**src/rtl/i2s_phy_out_if.sv**
```systemverilog
// Byte-slice AXI-Stream link feeding the I2S/TDM transmitter.
// Handshake: a beat transfers on the bclk edge where tvalid && tready; the
// master holds tdata/tlast stable while tvalid is high and tready is low.
interface i2s_phy_out_if;
  logic       tvalid;
  logic       tready;
  logic [7:0] tdata;
  logic       tlast;

  modport master (output tvalid, output tdata, output tlast, input tready);
  modport slave  (input tvalid, input tdata, input tlast, output tready);
endinterface

```
**src/rtl/i2s_phy_out.sv**
```systemverilog
// I2S/TDM master transmitter: serialises AXI-Stream byte slices onto datao
// with a generated lrck, all on bclk. Config is shadowed at every frame start.
module i2s_phy_out #(
  parameter int CNT_WIDTH = 16
) (
  input  logic                 bclk,
  input  logic                 rst_n,
  i2s_phy_out_if.slave         s_axis,
  output logic                 lrck,
  output logic                 datao,
  input  logic [4:0]           i_tdm_num,
  input  logic [5:0]           i_word_width,
  input  logic [5:0]           i_valid_word_width,
  input  logic                 i_lrck_polarity,
  input  logic                 i_lrck_alignment,
  input  logic                 i_enable,
  output logic [31:0]          o_frame_num,
  output logic [CNT_WIDTH-1:0] o_underflow_count,
  output logic [CNT_WIDTH-1:0] o_tlast_err_count,
  output logic                 o_dbg_state
);

  typedef enum logic {IDLE = 1'b0, RUN = 1'b1} state_t;

  state_t               state_q, state_d;
  logic [5:0]           b_q, b_d;
  logic [4:0]           w_q, w_d;
  logic [4:0]           tdm_q, tdm_d;
  logic [5:0]           ww_q, ww_d;
  logic [5:0]           vww_q, vww_d;
  logic                 pol_q, pol_d;
  logic                 align_q, align_d;
  logic [7:0]           hold_q, hold_d;
  logic                 hold_valid_q, hold_valid_d;
  logic                 hold_last_q, hold_last_d;
  logic [7:0]           shift_q, shift_d;
  logic                 prev_bit_q, prev_bit_d;
  logic                 lrck_q, lrck_d;
  logic                 datao_q, datao_d;
  logic [31:0]          frame_q, frame_d;
  logic [CNT_WIDTH-1:0] unf_q, unf_d;
  logic [CNT_WIDTH-1:0] terr_q, terr_d;

  logic                 at_boundary;
  logic                 start;
  logic                 emit;
  logic                 bit_s;
  logic                 tlast_exp;
  logic [4:0]           tdm_c;
  logic [5:0]           ww_c;
  logic [5:0]           vww_c;
  logic                 pol_c;
  logic                 align_c;

  assign s_axis.tready     = rst_n & ~hold_valid_q;
  assign lrck              = lrck_q;
  assign datao             = datao_q;
  assign o_frame_num       = frame_q;
  assign o_underflow_count = unf_q;
  assign o_tlast_err_count = terr_q;
  assign o_dbg_state       = state_q;

  always_comb begin
    state_d      = state_q;
    b_d          = b_q;
    w_d          = w_q;
    tdm_d        = tdm_q;
    ww_d         = ww_q;
    vww_d        = vww_q;
    pol_d        = pol_q;
    align_d      = align_q;
    hold_d       = hold_q;
    hold_valid_d = hold_valid_q;
    hold_last_d  = hold_last_q;
    shift_d      = shift_q;
    lrck_d       = lrck_q;
    frame_d      = frame_q;
    unf_d        = unf_q;
    terr_d       = terr_q;
    bit_s        = 1'b0;
    tlast_exp    = 1'b0;

    // b_q/w_q name the slot emitted at the coming edge; (0,0) is a frame boundary,
    // where i_enable decides between a new frame and IDLE.
    at_boundary = (b_q == 6'd0) && (w_q == 5'd0);
    start       = at_boundary && i_enable;
    emit        = start || ((state_q == RUN) && !at_boundary);

    tdm_c   = start ? i_tdm_num          : tdm_q;
    ww_c    = start ? i_word_width       : ww_q;
    vww_c   = start ? i_valid_word_width : vww_q;
    pol_c   = start ? i_lrck_polarity    : pol_q;
    align_c = start ? i_lrck_alignment   : align_q;

    if (start) begin
      tdm_d   = i_tdm_num;
      ww_d    = i_word_width;
      vww_d   = i_valid_word_width;
      pol_d   = i_lrck_polarity;
      align_d = i_lrck_alignment;
    end

    if ((state_q == RUN) && at_boundary) begin
      frame_d = frame_q + 32'd1;
    end

    if (emit) begin
      state_d = RUN;
      lrck_d  = (w_q < (tdm_c >> 1)) ? ~pol_c : pol_c;
      if (b_q < vww_c) begin
        if (b_q[2:0] == 3'd0) begin
          if (hold_valid_q) begin
            bit_s        = hold_q[7];
            shift_d      = {hold_q[6:0], 1'b0};
            hold_valid_d = 1'b0;
            tlast_exp    = (w_q == tdm_c - 5'd1) && (b_q == vww_c - 6'd8);
            if ((hold_last_q != tlast_exp) && (terr_q != {CNT_WIDTH{1'b1}})) begin
              terr_d = terr_q + 1'b1;
            end
          end else begin
            bit_s   = 1'b0;
            shift_d = 8'h00;
            if (unf_q != {CNT_WIDTH{1'b1}}) begin
              unf_d = unf_q + 1'b1;
            end
          end
        end else begin
          bit_s   = shift_q[7];
          shift_d = {shift_q[6:0], 1'b0};
        end
      end
      if (b_q == ww_c - 6'd1) begin
        b_d = 6'd0;
        w_d = (w_q == tdm_c - 5'd1) ? 5'd0 : w_q + 5'd1;
      end else begin
        b_d = b_q + 6'd1;
      end
    end else begin
      state_d = IDLE;
      lrck_d  = i_lrck_polarity;
    end

    // Delayed alignment flushes the last LSB into the first cycle after the frame.
    datao_d    = align_c ? prev_bit_q : bit_s;
    prev_bit_d = bit_s;

    // A load empties hold before tready can rise, so this never collides with a load of valid data.
    if (s_axis.tvalid && s_axis.tready) begin
      hold_d       = s_axis.tdata;
      hold_last_d  = s_axis.tlast;
      hold_valid_d = 1'b1;
    end
  end

  always_ff @(posedge bclk) begin
    if (!rst_n) begin
      state_q      <= IDLE;
      b_q          <= 6'd0;
      w_q          <= 5'd0;
      tdm_q        <= 5'd2;
      ww_q         <= 6'd32;
      vww_q        <= 6'd24;
      pol_q        <= 1'b0;
      align_q      <= 1'b0;
      hold_q       <= 8'h00;
      hold_valid_q <= 1'b0;
      hold_last_q  <= 1'b0;
      shift_q      <= 8'h00;
      prev_bit_q   <= 1'b0;
      lrck_q       <= i_lrck_polarity;
      datao_q      <= 1'b0;
      frame_q      <= 32'd0;
      unf_q        <= '0;
      terr_q       <= '0;
    end else begin
      state_q      <= state_d;
      b_q          <= b_d;
      w_q          <= w_d;
      tdm_q        <= tdm_d;
      ww_q         <= ww_d;
      vww_q        <= vww_d;
      pol_q        <= pol_d;
      align_q      <= align_d;
      hold_q       <= hold_d;
      hold_valid_q <= hold_valid_d;
      hold_last_q  <= hold_last_d;
      shift_q      <= shift_d;
      prev_bit_q   <= prev_bit_d;
      lrck_q       <= lrck_d;
      datao_q      <= datao_d;
      frame_q      <= frame_d;
      unf_q        <= unf_d;
      terr_q       <= terr_d;
    end
  end

endmodule

```
**src/flat_wrapper.sv**
```systemverilog
// flat-port wrapper written by rule: the top's interface ports become plain ports
module i2s_phy_out_flat 
#(
  parameter int CNT_WIDTH = 16
)
  (bclk, rst_n, lrck, datao, i_tdm_num, i_word_width, i_valid_word_width, i_lrck_polarity, i_lrck_alignment, i_enable, o_frame_num, o_underflow_count, o_tlast_err_count, o_dbg_state, s_axis_tvalid, s_axis_tdata, s_axis_tlast, s_axis_tready);
  i2s_phy_out_if s_axis_i ();
  input  logic bclk;
  input  logic rst_n;
  output logic lrck;
  output logic datao;
  input  logic [4:0] i_tdm_num;
  input  logic [5:0] i_word_width;
  input  logic [5:0] i_valid_word_width;
  input  logic i_lrck_polarity;
  input  logic i_lrck_alignment;
  input  logic i_enable;
  output logic [31:0] o_frame_num;
  output logic [CNT_WIDTH-1:0] o_underflow_count;
  output logic [CNT_WIDTH-1:0] o_tlast_err_count;
  output logic o_dbg_state;
  input wire logic [$bits(s_axis_i.tvalid)-1:0] s_axis_tvalid;
  input wire logic [$bits(s_axis_i.tdata)-1:0] s_axis_tdata;
  input wire logic [$bits(s_axis_i.tlast)-1:0] s_axis_tlast;
  output wire logic [$bits(s_axis_i.tready)-1:0] s_axis_tready;
  assign s_axis_i.tvalid = s_axis_tvalid;
  assign s_axis_i.tdata = s_axis_tdata;
  assign s_axis_i.tlast = s_axis_tlast;
  assign s_axis_tready = s_axis_i.tready;
  i2s_phy_out #(.CNT_WIDTH(CNT_WIDTH)) u_core (.bclk(bclk), .rst_n(rst_n), .s_axis(s_axis_i), .lrck(lrck), .datao(datao), .i_tdm_num(i_tdm_num), .i_word_width(i_word_width), .i_valid_word_width(i_valid_word_width), .i_lrck_polarity(i_lrck_polarity), .i_lrck_alignment(i_lrck_alignment), .i_enable(i_enable), .o_frame_num(o_frame_num), .o_underflow_count(o_underflow_count), .o_tlast_err_count(o_tlast_err_count), .o_dbg_state(o_dbg_state));
endmodule
```
**config.mk**
```make
export PLATFORM = sky130hd
export DESIGN_NAME = i2s_phy_out_flat
export DESIGN_NICKNAME = d
export VERILOG_FILES = /design/src/rtl/i2s_phy_out_if.sv /design/src/rtl/i2s_phy_out.sv /design/src/flat_wrapper.sv
export SDC_FILE = /design/constraint.sdc
export NUM_CORES = 1
export LEC_CHECK = 0
export ABC_AREA = 1
export ABC_CLOCK_PERIOD_IN_PS = 3530
export CORE_ASPECT_RATIO = 0.5
export CORE_MARGIN = 5
export CORE_UTILIZATION = 42
export CTS_CLUSTER_SIZE = 10
export DETAILED_ROUTE_END_ITERATION = 8
export PLACE_DENSITY = 0.73
export SLEW_MARGIN = 25
export SYNTH_ARGS = -nofsm -noshare
export SYNTH_HDL_FRONTEND = slang
export SYNTH_SLANG_ARGS = --single-unit
```
**constraint.sdc**
```tcl
create_clock -name bclk -period 3.53 [get_ports bclk]
set_clock_uncertainty 0.1 [all_clocks]
set_input_delay 0.706 -clock bclk [delete_from_list [all_inputs] [get_ports bclk]]
set_output_delay 0.706 -clock bclk [all_outputs]
set_load 0.02 [all_outputs]
```
==> impl_metrics.json <==
{
  "synth_compound_area_share_pct": 10.3,
  "met1_length_mm": 7.86,
  "portBuffers": 99,
  "dp.final_hpwl_mm": 11.8,
  "syn_area_mm2": 0.00617,
  "clock_sinks": 115,
  "ys_ff_latch": 115,
  "ant_nets": 0,
  "cp.arrival_ns": 3.46,
  "syn_area_per_cell_um2": 7.09,
  "initial_core_util_pct": 42.7,
  "final_layout_size_suffix_gt1_share_pct": 11.3,
  "hold_buffers": 0,
  "dp.cells": 1175,
  "synthCells": 870,
  "hp-start": "u_core.prev_bit_q",
  "yosysWarningCount": 0,
  "wl_met2_mm": 7.53,
  "fin_util_pct": 56.7,
  "synth-main-ff-cell": "dfxtp_1",
  "outcome": "completed",
  "synth_top_family_by_area": "simple AND/OR/NAND/NOR gates",
  "worstMarginPinSlew_ns": 0.732,
  "finalCriticalPeriod_ns": 3.22,
  "drc_errors": 0,
  "finalWorstSetupSlack_ns": 0.310,
  "grt_overflow_total": 0,
  "seq_area_frac_synth_pct": 37.3,
  "timing.rr.start": "u_core.b_q[0]",
  "stdcell_count": 1209,
  "syn_to_final_growth_pct": 32.8,
  "via_per_inst": 5.06,
  "cp-startpoint": "u_core.b_q[0]",
  "diodes": 0,
  "wire_per_inst_um": 13.6,
  "track_usage_pct": 19.0,
  "cts.clk_slew.worst_paths_ns": 0.06,
  "finalCritPeriodShare_pct": 91.2,
  "wl_met3_um": 851,
  "required_ns": 3.77,
  "dpl_worst_slack_ns": -0.0508,
  "timing.critical_path.to_type": "flip-flop",
  "leakage_nw": 3.24,
  "cts_root_buf": "clkbuf_16",
  "p_per_area_mw_per_mm2": 571,
  "die_y_um": 95.7,
  "first_pass_iters": 5,
  "synth_edf_count": 0,
  "rows": 31,
  "numCtsBuffers": 17,
  "clk_latency_ns": 0.42,
  "synth_xor_area_share_pct": 6.25,
  "top_layer_used": "met4",
  "rsz0062_at_grt": "false",
  "cts.path.max_buffers": 2,
  "antenna_found_initial": 0,
  "routabilityCongestion": 0.901,
  "design.die.area_mm2": 0.0174,
  "synth_cell_type_count": 45,
  "drt_iter0_markers": 344,
  "hold_viol": 0,
  "synth_fa_ha_area_share_pct": 3.65,
  "htreeDepth": 4,
  "total_power_mw": 4.68,
  "relSlewSlack_pct": 51.2,
  "core-area_mm2": 0.0144,
  "min_path_type": "reg2reg",
  "maxCapViolations": 0,
  "ir_drop_mv": 0.359,
  "grt_max_degree": 62,
  "max_freq_ghz": 0.311,
  "num_io_pins": 100,
  "grt_pass1_wl_mm": 27.2,
  "setup_viol": 0,
  "grt_pass1_vias": 5815,
  "crit_type": "reg2reg",
  "drv_slew": 0,
  "fin_nets": 1049,
  "synth_nets": 920,
  "synthArstFlopShare_pct": 0,
  "crit_fanout": 7,
  "num_vias": 6114,
  "final_cell_area_mm2": 0.00819,
  "place_area_mm2": 0.00753,
  "routed_wl_mm": 16.4,
  "critPathLaunchType": "flip-flop",
  "synthMuxAreaShare_pct": 0.812,
  "yosys.area_share.simple_pct": 32.8,
  "die_w_um": 181,
  "cts_tree": "built"
}
## layout by cell type, fill, tap and decap left out, drive strengths merged, types with 6 or more instances in the layout
cell type / count
nor4: 9
clkbuf: 19
clkinv: 7
a21oi: 62
xnor2: 10
nor3: 26
clkdlybuf4s50: 99
dfxtp: 115
buf: 35
ha: 18
nand4: 32
nand3: 68
xor2: 34
inv: 107
a31oi: 6
o21ai: 41
nor2: 93
nand2: 197
nor3b: 6
## sequential cells by signal, summed over array words and instances, names as in the netlist
name	count
u_core.o_frame_num	32
u_core.o_tlast_err_count	16
u_core.o_underflow_count	16
u_core.hold_q	8
u_core.shift_q	7
u_core.b_q	6
u_core.vww_q	6
u_core.ww_q	6
u_core.tdm_q	5
u_core.w_q	5
u_core.align_q	1
u_core.datao	1
u_core.hold_last_q	1
u_core.hold_valid_q	1
u_core.lrck	1
u_core.o_dbg_state	1
u_core.pol_q	1
u_core.prev_bit_q	1
## cell usage after synthesis (2+ instances only)
cell type	number	share of area, %
nand3b_1	4	0.49
nand2_1	187	11
nand2_2	8	0.81
nor2_2	7	0.71
xor2_1	34	4.8
nor3_1	25	2.0
buf_2	6	0.49
nand4_1	31	3.1
nor2_4	4	0.73
a21oi_1	61	5.0
mux2i_1	5	0.81
nor4_1	9	0.91
nand2_4	2	0.37
buf_6	4	0.73
nor3b_1	6	0.73
o21a_1	3	0.37
nand3_1	63	5.1
o21ai_0	37	3.0
o21ai_2	2	0.28
ha_1	18	3.7
clkbuf_1	15	0.91
nor2_1	82	5.0
inv_2	6	0.37
inv_1	99	6.0
nand3_2	2	0.32
a31oi_1	6	0.61
dfxtp_1	115	37
clkinv_1	2	0.12
xnor2_1	10	1.4
o21ai_1	2	0.16
## cell type report
class                      count  area (um2)
fill                        1336        6240
multi-input combinational    623        3380
sequential                   115        2300
timing repair buffer         134        1270
clock buffer                  19         453
inverter                     108         407
tap                          198         248
clock inverter                12         131
## critical path, stage by stage (launching register included)
cell	delay, ns
dfxtp_1	0.34
inv_1	0.09
ha_2	0.22
nand3_1	0.13
nor2_4	0.16
nand2_4	0.11
mux2i_4	0.20
ha_1	0.31
a21oi_1	0.14
a21oi_1	0.08
o21ai_1	0.12
a21boi_1	0.09
nor2_1	0.09
nand2_1	0.08
nor2_2	0.11
nand2_2	0.09
nor2_4	0.25
buf_4	0.20
nand4_1	0.09
a21oi_1	0.15
## kinds of logic after synthesis
family	Yosys count
xor gates and xnor gates	44
adders and majority gates	18
and+or+nand+nor	436
buffers and inverters	134
AOI/OAI and AO/OA	118
DFF	115
muxes	5
## power by group
part           switching [mW]  total [mW]  internal, mW
clock network           0.623        1.69          1.07
registers              0.0764        1.51          1.43
logic                   0.886        1.48         0.592
total                    1.59        4.68          3.09
## path summary, 6_finish.rpt
kind | endpoint | slack (ns) | cells past startpoint
worst min-delay path | u_core.datao | 0.36 | 1
worst min register to register | u_core.datao | 0.36 | 1
worst max register to register | u_core.o_tlast_err_count[7] | 0.31 | 19
worst max-delay path | u_core.o_tlast_err_count[7] | 0.31 | 19
## repair_timing
| item | 4_1_cts | 5_1_grt |
|---|---|---|
| endpoints found under the setup margin | 0 | 37 |
| resized for setup | 0 | 15 |
| buffers inserted | 0 | 1 |
## routing by layer
| metal | up-vias | global-route usage, % |
|---|---|---|
| met5 | - | 0 |
| met4 | 0 | 5.68 |
| met3 | 17 | 4.46 |
| met2 | 166 | 32.1 |
| met1 | 2814 | 24.4 |
| li1 | 3117 | - |
## per-stage QoR
step / TNS, ns / hold slack [ns]
after global placement: 0 / 0.352
final: 0 / 0.365
after floorplan: 0 / 0.335
after CTS: 0 / 0.368
after detailed placement: -0.622 / 0.352
after global routing: 0 / 0.392
(Power assumes the default switching activity.)
